<file path="src/rtl/genesis_pad_pkg.sv">
// genesis_pad_pkg
//   Definitions shared by the pad emulator and the host-side reader:
//   button bit positions in the 12-bit button vector, the default Select
//   inactivity timeout, the Fase values with special pin maps, and the
//   pad pin map helper.
package genesis_pad_pkg;

    // Bit positions inside the 12-bit button vector (1 = pressed)
    localparam int unsigned BTN_MODE  = 0;
    localparam int unsigned BTN_START = 1;
    localparam int unsigned BTN_Z     = 2;
    localparam int unsigned BTN_Y     = 3;
    localparam int unsigned BTN_X     = 4;
    localparam int unsigned BTN_C     = 5;
    localparam int unsigned BTN_B     = 6;
    localparam int unsigned BTN_A     = 7;
    localparam int unsigned BTN_RIGHT = 8;
    localparam int unsigned BTN_LEFT  = 9;
    localparam int unsigned BTN_DOWN  = 10;
    localparam int unsigned BTN_UP    = 11;

    // 1.5 ms of clock_50 without a Select falling edge
    localparam int unsigned DEFAULT_TIMEOUT_CYCLES = 75000;

    // Fase values with special meaning on a 6-button pad
    localparam logic [2:0] FASE_ID  = 3'd3;  // low: ID (P1..P4 low), high: Z/Y/X/Mode
    localparam logic [2:0] FASE_EXT = 3'd4;  // low: P1..P4 released
    localparam logic [2:0] FASE_MAX = 3'd7;

    typedef struct packed {
        logic p1;
        logic p2;
        logic p3;
        logic p4;
        logic p6;
        logic p9;
    } pad_pins_t;

    // Active-low pin levels for a given Select level, Fase and button vector.
    function automatic pad_pins_t pad_map(
        input logic        sel,
        input logic [2:0]  fase,
        input logic [11:0] btn,
        input logic        six_btn
    );
        pad_pins_t p;
        p = '1;
        if (sel) begin
            if (six_btn && (fase == FASE_ID)) begin
                p.p1 = ~btn[BTN_Z];
                p.p2 = ~btn[BTN_Y];
                p.p3 = ~btn[BTN_X];
                p.p4 = ~btn[BTN_MODE];
            end else begin
                p.p1 = ~btn[BTN_UP];
                p.p2 = ~btn[BTN_DOWN];
                p.p3 = ~btn[BTN_LEFT];
                p.p4 = ~btn[BTN_RIGHT];
            end
            p.p6 = ~btn[BTN_B];
            p.p9 = ~btn[BTN_C];
        end else begin
            if (six_btn && (fase == FASE_ID)) begin
                p.p1 = 1'b0;
                p.p2 = 1'b0;
                p.p3 = 1'b0;
                p.p4 = 1'b0;
            end else if (six_btn && (fase == FASE_EXT)) begin
                p.p1 = 1'b1;
                p.p2 = 1'b1;
                p.p3 = 1'b1;
                p.p4 = 1'b1;
            end else begin
                // Plain 3-button low map; also covers Fase 0 before the first edge
                p.p1 = ~btn[BTN_UP];
                p.p2 = ~btn[BTN_DOWN];
                p.p3 = 1'b0;
                p.p4 = 1'b0;
            end
            p.p6 = ~btn[BTN_A];
            p.p9 = ~btn[BTN_START];
        end
        return p;
    endfunction

endpackage

</file>
<file path="src/rtl/genesis_sync_edge.sv">
// genesis_sync_edge
//   Two-flop synchroniser for an asynchronous line that idles high, with
//   edge detection on the synchronised level.
// Ports:
//   i_clk    system clock
//   i_rst    asynchronous active-high reset (all flops to 1)
//   i_async  asynchronous input
//   o_level  synchronised level
//   o_fall   one-cycle pulse: previous synced 1, current synced 0
//   o_rise   one-cycle pulse: previous synced 0, current synced 1
module genesis_sync_edge (
    input  logic i_clk,
    input  logic i_rst,
    input  logic i_async,
    output logic o_level,
    output logic o_fall,
    output logic o_rise
);

    logic r_meta;
    logic r_sync;
    logic r_prev;

    always_ff @(posedge i_clk or posedge i_rst) begin
        if (i_rst) begin
            r_meta <= 1'b1;
            r_sync <= 1'b1;
            r_prev <= 1'b1;
        end else begin
            r_meta <= i_async;
            r_sync <= r_meta;
            r_prev <= r_sync;
        end
    end

    assign o_level = r_sync;
    assign o_fall  = r_prev & ~r_sync;
    assign o_rise  = ~r_prev & r_sync;

endmodule

</file>
<file path="src/rtl/genesis_pad_emulator.sv">
// genesis_pad_emulator
//   Pad side of the Genesis/Mega Drive 6-button controller protocol. Counts
//   Select falling edges (Fase), resets the count after TIMEOUT_CYCLES with
//   no falling edge, and drives the active-low pad pins from the button
//   vector through a registered pin map.
// Ports:
//   clock_50  50 MHz system clock
//   reset     asynchronous active-high reset
//   Select    host select line (asynchronous)
//   Botoes    12-bit button vector, 1 = pressed
//   Pino1..9  registered pad pins, active low
//   Fase      count of Select falling edges, saturating at 7
module genesis_pad_emulator
    import genesis_pad_pkg::*;
#(
    parameter int unsigned TIMEOUT_CYCLES = DEFAULT_TIMEOUT_CYCLES,
    parameter bit          MODE_6BTN      = 1'b1
) (
    input  logic        clock_50,
    input  logic        reset,
    input  logic        Select,
    input  logic [11:0] Botoes,
    output logic        Pino1,
    output logic        Pino2,
    output logic        Pino3,
    output logic        Pino4,
    output logic        Pino6,
    output logic        Pino9,
    output logic [2:0]  Fase
);

    localparam int unsigned TW = $clog2(TIMEOUT_CYCLES + 1);
    localparam logic [TW-1:0] TIMER_MAX  = TW'(TIMEOUT_CYCLES);
    localparam logic [TW-1:0] TIMER_LAST = TW'(TIMEOUT_CYCLES - 1);

    logic          w_sel;
    logic          w_fall;
    logic          w_rise;

    logic [2:0]    r_fase;
    logic [TW-1:0] r_timer;
    pad_pins_t     r_pins;

    logic [2:0]    w_fase_next;
    logic [TW-1:0] w_timer_next;
    pad_pins_t     w_pins_next;

    genesis_sync_edge u_sync (
        .i_clk   (clock_50),
        .i_rst   (reset),
        .i_async (Select),
        .o_level (w_sel),
        .o_fall  (w_fall),
        .o_rise  (w_rise)
    );

    always_comb begin
        w_fase_next  = r_fase;
        w_timer_next = r_timer;
        if (w_fall) begin
            // A falling edge takes priority over a coincident timeout
            w_timer_next = '0;
            if (r_fase != FASE_MAX) begin
                w_fase_next = r_fase + 3'd1;
            end
        end else begin
            if (r_timer != TIMER_MAX) begin
                w_timer_next = r_timer + 1'b1;
            end
            if (r_timer == TIMER_LAST) begin
                w_fase_next = '0;
            end
        end
        // Map uses the updated Fase so the pins change on the same edge as the count
        w_pins_next = pad_map(w_sel, w_fase_next, Botoes, MODE_6BTN);
    end

    always_ff @(posedge clock_50 or posedge reset) begin
        if (reset) begin
            r_fase  <= '0;
            r_timer <= '0;
            r_pins  <= '1;
        end else begin
            r_fase  <= w_fase_next;
            r_timer <= w_timer_next;
            r_pins  <= w_pins_next;
        end
    end

    assign Pino1 = r_pins.p1;
    assign Pino2 = r_pins.p2;
    assign Pino3 = r_pins.p3;
    assign Pino4 = r_pins.p4;
    assign Pino6 = r_pins.p6;
    assign Pino9 = r_pins.p9;
    assign Fase  = r_fase;

endmodule

</file>
<file path="config.mk">
export PLATFORM = sky130hd
export DESIGN_NAME = genesis_pad_emulator
export DESIGN_NICKNAME = d
export VERILOG_FILES = /design/src/rtl/genesis_pad_pkg.sv /design/src/rtl/genesis_sync_edge.sv /design/src/rtl/genesis_pad_emulator.sv
export SDC_FILE = /design/constraint.sdc
export NUM_CORES = 1
export LEC_CHECK = 0
export CAP_MARGIN = 20
export CORE_MARGIN = 2
export CORE_UTILIZATION = 47
export CTS_CLUSTER_DIAMETER = 120
export CTS_CLUSTER_SIZE = 30
export DETAILED_ROUTE_END_ITERATION = 16
export PLACE_DENSITY = 0.86
export SETUP_SLACK_MARGIN = 0.15
export SLEW_MARGIN = 10
export SYNTH_ARGS = -nofsm -noshare
export SYNTH_HDL_FRONTEND = slang
export SYNTH_SLANG_ARGS = --single-unit
</file>
<file path="constraint.sdc">
create_clock -name clock_50 -period 1.61 [get_ports clock_50]
set_input_delay 0.322 -clock clock_50 [delete_from_list [all_inputs] [get_ports clock_50]]
set_output_delay 0.322 -clock clock_50 [all_outputs]
set_load 0.1 [all_outputs]
</file>
==> out/metrics.csv <==
metric,value,unit
min cycle time layout,1.65,ns
mux cell area share after synthesis,3.33,%
post-synthesis sequential area ratio,49.0,%
via count,1295,
failing checks,negative setup slack,
H-tree level count,2,
met2 Use GR,37.5,%
antenna diode count,0,
crit path cell chain,ha_2 -> and4bb_2 -> nand4_4 -> and4bb_4 -> mux2i_1 -> a21o_1,
clk slew on worst S/H paths,0.09,ns
clk sinks,29,
"Clk Latency, worst-skew pair",0.33,ns
Cell Rows,20,
layout cells sized above 1,44.0,%
most common cell in the netlist,dfrtp_1,
peak supply drop,0.724,mV
Worst R2R End,Pino3,
first-pass GRT wire length,5.91,mm
Final Cycle Share,102,%
critical path data arrival time,1.93,ns
Overall Global Routing Usage,22.3,%
Required @ worst endpoint,1.89,ns
Final Hold Viols,0,
slowest cell delay on critical path,0.41,ns
DPL Wire Length,2.47,mm
Slew headroom,71.7,%
post-synthesis instance total,141,
buffers and inverters on the worst path,0,
Leak Pwr,0.975,nW
"area leader, netlist",dfrtp_1,
Sequential Power Share,34.8,%
die span in y,60.6,um
number of global-route vias before repair,1300,
Net Sw Frac,41.9,%
fmax,607,MHz
Critical Path End Type,register,
Initial Utilization,49.3,%
CP Class,register to register,
GRT met3 Usage,6.40,%
Finished Core Util,73.7,%
CTS tree,built,
pins over their slew limit,0,
initial antenna violation count,0,
switching power,1.26,mW
worst-path fanout max,6,
Adder-Cell Fraction of Synth Area,2.49,%
largest family of logic cells by synthesized area,simple AND/OR/NAND/NOR gates,
Core Footprint,0.00305,sq mm
RSZ-0062 raised after global routing,true,
Comb pwr share,48.5,%
# setup viols final,3,
Pre-antenna DRT Iters,4,
Least-Margin Pin Slew,0.422,ns
Mapped Area,0.00151,sq mm
Post-DRT Antenna Nets,0,
WL per Instance,16.0,um
ranking of synthesized cells by area,"dfrtp_1 (33%), dfstp_2 (16%), nor2_1 (4.7%), xor2_1 (4.7%), xnor2_1 (3.5%)",
Post-Syn Area per Cell,10.7,sq um
Commonest cells post-synth,"dfrtp_1 (20), nor2_1 (19), nand2_1 (11), dfstp_2 (9), xor2_1 (8)",
Placer Congestion,0.790,
yosys warns,0,
Clk pwr share,16.7,%
Pwr per Cell Area,1340,mW/mm^2
Final Non-Filler Cells,235,
largest net degree at the start of global routing,30,
Clock Root Buffer,clkbuf_4,
most used routing layer,met2,
clock buffer depth,2,
total grt overflow,0,
Post-synth EDFFs,0,
met1 Usage GRT,26.8,%
Layout area overhead,49.5,%
post-synthesis simple-gate area fraction,26.1,%
ys async rst share,100,%
I/O pin total,24,
total CTS buffers,5,
Slowest cell on crit path,dfrtp_1,
PortBufs,23,
ys flop type,dfrtp_1,
setup ws final,-0.0377,ns
Worst R2R Start,r_timer[0],
Worst Setup Start Kind,register,
Die Span X,60.6,um
Worst Hold Class,primary input to async pin,
run status,"finished, violations left",
r2r setup slk,-0.04,ns
Placed Cells,217,
area share of the largest cell type after synthesis,33.3,%
# DRC,0,
final WL,3.77,mm
Synth Register Bits,29,
DRT iter0 DRCs,50,
Syn Nets,159,
compound-cell area share of the yosys netlist,8.31,%
clk_skew,0.00408,ns
die footprint,0.00367,sq mm
synth unique cells,39,
Internal Power,1.75,mW
Crit path max-delay family,simple AND/OR/NAND/NOR gates,
Register-to-Register Path Depth,6,
fraction of synthesized cell area in xor and xnor cells,8.15,%
nets,208,
Max Cap Viol,0,
Via-to-Cell Ratio,5.51,
==> per-layer routing <==
layer  vias up  part of all wire, %
met5         -                    0
met4         0                  1.5
met3         8                  5.6
met2        49                   55
met1       647                   38
li1        591                    -
==> logic make-up after synthesis <==
| group | after synthesis |
|---|---|
| buffers and inverters | 8 |
| adders and majority gates | 3 |
| AOI/OAI and AO/OA | 17 |
| muxes | 5 |
| DFF | 29 |
| and+or+nand+nor | 65 |
| xor gates and xnor gates | 14 |
==> flip-flops by register name (all words and copies together) (netlist names) <==
name	count
Fase	3
Pino1	1
u_sync.o_level	1
u_sync.r_meta	1
Pino2	1
Pino4	1
u_sync.r_prev	1
r_timer	17
Pino3	1
Pino9	1
Pino6	1
==> worst max-delay path by stage <==
stage	startpoint	cells past startpoint	slack (ns)	to
2_1_floorplan	Fase[0]	6	-0.03	Pino2
3_3_place_gp	r_timer[0]	6	0.06	Pino4
3_5_place_dp	r_timer[0]	6	-0.05	Pino4
4_1_cts	r_timer[0]	6	-0.03	Pino4
5_1_grt	r_timer[12]	7	-0.13	Fase[0]
6_report	r_timer[0]	6	-0.04	Pino3
==> through the flow <==
step	hold slack (ns)	TNS, ns	instance area (sq um)	total power [mW]	worst slack (ns)
global placement	0.346	0	2000	2.34	0.0610
finish	0.357	-0.0822	2250	3.01	-0.0377
detailed placement	0.349	-0.0703	2000	2.40	-0.0532
global route	0.365	-0.714	2250	3.14	-0.131
CTS	0.356	-0.0286	2190	3.00	-0.0286
floorplan	0.326	-0.0416	1560	1.88	-0.0266
==> cells in the final DEF (no fill, tap or decap), types with 3 or more instances in the layout <==
cell type,instances
buf_6,5
buf_4,19
a21oi_2,3
nand3_1,5
clkdlybuf4s50_1,14
dfrtp_4,3
inv_1,3
dfstp_2,9
nand2_1,11
buf_12,9
dfrtp_1,16
nor2_1,17
mux2i_1,5
a21oi_1,4
xnor2_1,6
nand3b_1,3
xor2_1,8
clkbuf_4,5
==> power by group through the flow <==
| stage | clock network, mW | logic [mW] | registers (mW) |
|---|---|---|---|
| after floorplan | 0 | 0.358 | 1.53 |
| after global placement | 0 | 1.32 | 1.03 |
| after detailed placement | 0 | 1.36 | 1.03 |
| after CTS | 0.512 | 1.44 | 1.04 |
| after global routing | 0.545 | 1.53 | 1.06 |
| final | 0.503 | 1.46 | 1.05 |
==> tightest hold or removal path, stage by stage <==
cell	delay, ns
clkdlybuf4s50_1	0.40
inv_1	0.05
buf_4	0.33
==> what timing repair did <==
item                                    4_1_cts  5_1_grt
pin swaps                                     8        9
endpoints found under the setup margin       15       21
setup buffers                                 7        3
gates resized for setup                      17       11
endpoints found under the hold margin         0        0
cloned                                        0        0
hold buffers                                  0        0
==> cell type report <==
type / count / area (sq um)
clock buffers: 7 / 65.1
flip-flops and latches: 29 / 749
multi-input cells: 104 / 845
fillers: 206 / 803
repair buffers: 47 / 519
well taps: 44 / 55.1
clock inverters: 1 / 5.00
inverters: 3 / 11.3
(Power assumes the default switching activity.)
